==> src/rtl/irrigation_pkg.sv <==
// irrigation_pkg: shared FSM states, method encoding and round-robin zone search
package irrigation_pkg;
  typedef enum logic [2:0] {IDLE, SELECT, WATER, REST, FAULT} state_t;
  localparam logic METHOD_SPRINKLER = 1'b0;
  localparam logic METHOD_DRIP = 1'b1;
  localparam int MAX_ZONES = 16;
  function automatic logic [4:0] next_dry_zone(input logic [MAX_ZONES-1:0] dry, input logic [3:0] ptr, input int n);
    logic [4:0] r;
    r = '0;
    for (int i = MAX_ZONES; i >= 1; i--)
      if (i <= n && dry[4'((int'(ptr) + i) % n)]) r = {1'b1, 4'((int'(ptr) + i) % n)};
    return r;
  endfunction
endpackage

==> src/rtl/tick_prescaler.sv <==
// tick_prescaler: free-running divider giving a one-cycle tick every TICK_DIV clocks
module tick_prescaler #(
  parameter int TICK_DIV = 50000000,
  localparam int CW = TICK_DIV > 1 ? $clog2(TICK_DIV) : 1
) (
  input  logic clk,
  input  logic reset,
  output logic tick
);
  logic [CW-1:0] cnt;
  // Count 0..TICK_DIV-1 and pulse tick on wrap
  always_ff @(posedge clk) begin
    if (reset) begin
      cnt <= '0;
      tick <= 1'b0;
    end else begin
      cnt <= cnt == CW'(TICK_DIV - 1) ? '0 : cnt + CW'(1);
      tick <= cnt == CW'(TICK_DIV - 1);
    end
  end
endmodule

==> src/rtl/irrigation_zone_scheduler.sv <==
// irrigation_zone_scheduler: round-robin multi-zone watering from one tank; define RUN_COUNT_EN for run_count_o
module irrigation_zone_scheduler
  import irrigation_pkg::*;
#(
  parameter int N_ZONES = 4,
  parameter int TICK_DIV = 50000000,
  parameter int DUR_W = 12,
  parameter int SPRINKLE_T = 420,
  parameter int DRIP_T = 900,
  parameter int REST_T = 60,
  localparam int ZW = $clog2(N_ZONES)
) (
  input  logic               clk,
  input  logic               reset,
  input  logic               high_level_indicator_i,
  input  logic               middle_level_indicator_i,
  input  logic               low_level_indicator_i,
  input  logic [N_ZONES-1:0] soil_dry_i,
  input  logic               air_humidity_i,
  input  logic               temperature_i,
  input  logic               enable_i,
  output logic [N_ZONES-1:0] zone_valve_o,
  output logic               sprinkler_o,
  output logic               drip_o,
  output logic [ZW-1:0]      active_zone_o,
  output logic [DUR_W-1:0]   remaining_o,
  output logic               inlet_valve_o,
  output logic               alarm_state_o,
  output logic               error_indicator_o,
`ifdef RUN_COUNT_EN
  output logic [15:0]        run_count_o,
`endif
  output logic               busy_o
);
  state_t state, next_state;
  logic tick, method, done, drip_now, run_end, on, sensor_err, pick_ok;
  logic [3:0] pick_idx;
  logic [DUR_W-1:0] cnt, cnt_d, rem_d;
  logic [ZW-1:0] ptr, active;
  logic [N_ZONES-1:0] valve_d;
  logic spr_d, drip_d;

  tick_prescaler #(.TICK_DIV(TICK_DIV)) u_tick (.clk(clk), .reset(reset), .tick(tick));

  assign {pick_ok, pick_idx} = next_dry_zone(MAX_ZONES'(soil_dry_i), 4'(ptr), N_ZONES);
  assign sensor_err = (high_level_indicator_i & ~middle_level_indicator_i) | (middle_level_indicator_i & ~low_level_indicator_i);
  assign drip_now = temperature_i | ~air_humidity_i | ~middle_level_indicator_i;
  assign done = (tick && cnt <= DUR_W'(1)) || cnt == '0;
  assign run_end = state == WATER && next_state == REST;

  // Tank sensor decode, one cycle of latency
  always_ff @(posedge clk) begin
    if (reset) begin
      error_indicator_o <= 1'b0;
      alarm_state_o <= 1'b0;
      inlet_valve_o <= 1'b0;
    end else begin
      error_indicator_o <= sensor_err;
      alarm_state_o <= sensor_err | ~low_level_indicator_i;
      inlet_valve_o <= ~high_level_indicator_i & ~sensor_err;
    end
  end

  // State register
  always_ff @(posedge clk) begin
    if (reset) state <= IDLE;
    else state <= next_state;
  end

  // Next state; alarm or disable beats timer expiry during a run
  always_comb begin
    next_state = state;
    case (state)
      IDLE:    next_state = enable_i && !alarm_state_o && |soil_dry_i ? SELECT : IDLE;
      SELECT:  next_state = pick_ok ? WATER : IDLE;
      WATER:   next_state = alarm_state_o || !enable_i ? FAULT : done || !soil_dry_i[active] ? REST : WATER;
      REST:    next_state = done ? SELECT : REST;
      FAULT:   next_state = !alarm_state_o && enable_i ? IDLE : FAULT;
      default: next_state = IDLE;
    endcase
  end

  // Duration counter: load on run start and rest start, count down on tick
  always_comb begin
    cnt_d = cnt;
    if (state == SELECT) cnt_d = drip_now ? DUR_W'(DRIP_T) : DUR_W'(SPRINKLE_T);
    else if (run_end) cnt_d = DUR_W'(REST_T);
    else if ((state == WATER || state == REST) && tick && cnt != '0) cnt_d = cnt - DUR_W'(1);
  end

  // Counter, chosen zone, latched method and last credited zone
  always_ff @(posedge clk) begin
    if (reset) begin
      cnt <= '0;
      ptr <= ZW'(N_ZONES - 1);
      active <= '0;
      method <= METHOD_SPRINKLER;
    end else begin
      cnt <= cnt_d;
      if (state == SELECT && pick_ok) begin
        active <= ZW'(pick_idx);
        method <= drip_now ? METHOD_DRIP : METHOD_SPRINKLER;
      end
      if (run_end) ptr <= active;
    end
  end

  // Output decode: valves only while a run continues, so they drop as the run leaves WATER
  always_comb begin
    on = state == WATER && next_state == WATER;
    valve_d = on ? N_ZONES'(1) << active : '0;
    spr_d = on && method == METHOD_SPRINKLER;
    drip_d = on && method == METHOD_DRIP;
    rem_d = next_state == WATER || next_state == REST ? cnt_d : '0;
  end

  // Registered outputs
  always_ff @(posedge clk) begin
    if (reset) begin
      zone_valve_o <= '0;
      sprinkler_o <= 1'b0;
      drip_o <= 1'b0;
      active_zone_o <= '0;
      remaining_o <= '0;
      busy_o <= 1'b0;
    end else begin
      zone_valve_o <= valve_d;
      sprinkler_o <= spr_d;
      drip_o <= drip_d;
      active_zone_o <= active;
      remaining_o <= rem_d;
      busy_o <= next_state != IDLE;
    end
  end

`ifdef RUN_COUNT_EN
  // Count runs ending by timer or wet soil, saturating
  always_ff @(posedge clk) begin
    if (reset) run_count_o <= '0;
    else if (run_end && run_count_o != 16'hFFFF) run_count_o <= run_count_o + 16'd1;
  end
`endif
endmodule

==> config.mk <==
export PLATFORM = sky130hd
export DESIGN_NAME = irrigation_zone_scheduler
export DESIGN_NICKNAME = d
export VERILOG_FILES = /design/src/rtl/irrigation_pkg.sv /design/src/rtl/tick_prescaler.sv /design/src/rtl/irrigation_zone_scheduler.sv
export SDC_FILE = /design/constraint.sdc
export NUM_CORES = 1
export LEC_CHECK = 0
export BUFFER_PORTS_ARGS = -buffer_cell sky130_fd_sc_hd__buf_2
export CORE_UTILIZATION = 50
export DETAILED_ROUTE_END_ITERATION = 16
export HOLD_SLACK_MARGIN = 0.05
export PLACE_DENSITY = 0.67
export SYNTH_ARGS = -nofsm -noshare
export SYNTH_HDL_FRONTEND = slang
export SYNTH_SLANG_ARGS = --single-unit
==> constraint.sdc <==
create_clock -name clk -period 2.55 [get_ports clk]
set_clock_uncertainty 0.15 [all_clocks]
set_input_delay 0.51 -clock clk [delete_from_list [all_inputs] [get_ports clk]]
set_output_delay 0.51 -clock clk [all_outputs]
set_load 0.01 [all_outputs]
==> impl_metrics.toml <==
[timing]
tightest_slew_ns = 0.708
rsz0062_at_grt = "false"
setup-violations-final = 0
fin_setup_tns_ns = 0
fin_crit_ns = 2.33
maxSlewHeadroom_pct = 52.4
fin_ws_ns = 0.217
finalHoldViolCount = 0
fin_crit_sh_pct = 91.5
slew_violations = 0
max_freq_mhz = 429

[synthesis]
seq_area_frac_synth_pct = 48.0
ys_top_cells_by_area = "dfxtp_1 (48%), nor2_1 (7.1%), xor2_1 (5.9%)"
async_reset_ff_share_pct = 0
synth_top_cell_by_area = "dfxtp_1"
syn_avg_cell_area_um2 = 9.03
ys_types = 46
synth_edf_count = 0
yosys_warnings = 0
post-synth-top-area-fraction_pct = 48.0
syn-num-nets = 344
ys_ff_latch = 71
synthesis.area_um2 = 2960
synth_flop_cell = "dfxtp_1"
netlist_instances = 328

[worst_setup_path]
end_kind = "flop"
r2r_cells = 5
cp-startpoint = "cnt[4]"
worstSetupStartpointType = "flop"
critPathKind = "reg2reg"
crit_arrival_ns = 2.41
r2r-end = "busy_o"
cp.required_ns = 2.63
critical_path.max_fanout = 7
reg2reg_from = "cnt[4]"
regToRegSetupSlack_ns = 0.22

[placement]
place_area_um2 = 3230
portBuffers = 35
place_congestion = 0.837
dp_slack_ns = 0.191
hpwl_mm = 4.17

[cells_and_area]
antenna_cells = 0
fillCellCount = 502
areaGrowthSynthToFinish_pct = 15.6
multi_input_area_um2 = 1450
regArea_um2 = 1420
nNetsFinal = 387
drive_above_1_share_pct = 17.9
final_area_um2 = 3420

[worst_hold_path]
worstHoldStart = "high_level_indicator_i"
hold_end = "inlet_valve_o"
hold_class = "in2reg"
hold_depth = 2

[cts]
cts_max_level = 3
cts_buffers = 9
cts-hold-fix-buffers = 0
numClockSinks = 71
cts_setup_buffers = 0
clk_pin_slew_ns = 0.07
clk-insertion-delay-late_ns = 0.33
cts_tree = "yes"
clk_path_buf_depth = 2
clock-root-buffer = "clkbuf_8"

[floorplanning]
pin_count = 36
rows = 27
die_area_um2 = 6230
core_area_um2 = 5610
die_w_um = 78.9
initial_core_util_pct = 52.8
die_h_um = 78.9

[global_route]
grt_usage_pct = 20.2
grt_pass1_vias = 2196
antenna_found_initial = 0
grt_max_degree = 27
overflow = 0
grt_pass1_wl_mm = 9.80

[route]
remaining_drc_errors = 0
firstDrtPassIters = 4
wl_mm = 5.88
routed_via_density = 5.42
drtIter0Drc = 97
avgRoutedWirePerCell_um = 13.1
detail-route-antenna-nets = 0
vias = 2421

[power]
ir_worst_vdd_v = 0.000350
pwr_density_cell_nw_per_um2 = 657
p_leak_nw = 1.36

[flow_run]
maxCapViolCount = 0

[status]
outcome = "finished, final reports clean"
## cell families after synthesis
| logic type | count (synthesis) | synth area share [%] |
|---|---|---|
| xor gates and xnor gates | 31 | 9.17 |
| AOI/OAI and AO/OA | 43 | 10.1 |
| muxes | 4 | 1.86 |
| buffers and inverters | 24 | 3.17 |
| adders and majority gates | 4 | 1.69 |
| DFF | 71 | 48.0 |
| and+or+nand+nor | 151 | 26.0 |
## state kept, by name, summed over array words and instances, names as in the netlist, 2 cells and up
register	cells
active	2
active_zone_o	2
cnt	12
ptr	2
remaining_o	12
state	3
u_tick.cnt	26
zone_valve_o	4
## synth_stat cells (2+ instances only)
library cell and number:
and3_1 4, xnor2_1 11, nor3b_1 3, nand2b_1 5, xor2_1 20, a211o_1 4, a211oi_1 6, inv_1 15
nand2_1 15, nor2_1 56, nand4_1 10, dfxtp_1 71, or3_1 2, a21boi_0 2, nor4_1 7, a21oi_1 9
mux2_2 2, ha_1 4, o21ai_0 7, nand3_1 14, a31o_2 2, nor4b_1 2, a2111oi_0 2, a31oi_1 4
or3b_2 2, clkbuf_1 5, nand4b_1 2, buf_2 3, nor3_1 22
## where the power goes
| part | switching, W | internal, W | leakage [nW] | total [W] |
|---|---|---|---|---|
| Sequential | 0.0000285 | 0.00114 | 0.575 | 0.00117 |
| Combinational | 0.000123 | 0.0000875 | 0.692 | 0.000211 |
| Clock | 0.000398 | 0.000474 | 0.0964 | 0.000873 |
## final cells by class
cell class | count | share of cell area, %
inverters | 15 | 1.64
multi-input cells | 233 | 42.3
repair buffers | 41 | 6.43
flip-flops and latches | 71 | 41.5
well taps | 72 | 2.63
clock inverters | 3 | 1.28
clock buffers | 12 | 4.24
## cell usage in the layout (no fill, tap or decap), types with 3 or more instances in the layout
cell      netlist  layout
buf_2           3      35
dfxtp_1        71      71
nor4_1          7       7
a211o_1         4       4
a211oi_1        6       6
a31oi_1         4       4
nor3b_1         3       3
nand2b_1        5       5
nand2_1        15      15
xnor2_1        11      11
inv_1          15      15
o21ai_0         7       7
nand4_1        10      10
clkbuf_8        0      10
nor3_1         22      22
ha_1            4       4
buf_4           0       6
xor2_1         20      20
and3_1          4       4
nor2_1         56      56
a21oi_1         9       9
nand3_1        14      14
## timing repair
action                                  4_1_cts  5_1_grt
endpoints found under the setup margin        0        2
hold endpoints to repair                      0        0
gates resized for setup                       0        1
## per-stage QoR
| stage | cells | hold slack, ns | power (W) | util [%] |
|---|---|---|---|---|
| 2_1_floorplan | 328 | 0.260 | 0.00134 | - |
| 3_3_place_gp | 432 | 0.271 | 0.00140 | 57.7 |
| 3_5_place_dp | 432 | 0.272 | 0.00140 | 57.7 |
| 4_1_cts | 447 | 0.190 | 0.00227 | 61.0 |
| 5_1_grt | 447 | 0.197 | 0.00235 | 61.0 |
| 6_report | 447 | 0.200 | 0.00225 | 61.0 |
## metal layers
metal | global-route usage, % | vias up | wire (µm)
met2 | 33.9 | 46 | 2770
met1 | 24.4 | 1122 | 2730
met5 | 0 | - | 0
met4 | 9.64 | 0 | 139
li1 | - | 1240 | -
met3 | 4.48 | 13 | 234
## critical path: stages (launching register included)
cell and delay (ns):
dfxtp_1 0.35, or4_4 0.57, nor4b_4 0.43, a21oi_2 0.12, or3_1 0.32, a211o_1 0.29
## how the worst max path moves through the flow
stage	end	slack, ns	cells past startpoint
final	busy_o	0.22	5
after global routing	remaining_o[11]	0.02	7
after CTS	cnt[2]	0.17	5
after detailed placement	cnt[2]	0.19	5
after global placement	remaining_o[2]	0.24	5
after floorplan	remaining_o[3]	0.34	6
(Power assumes the default switching activity.)
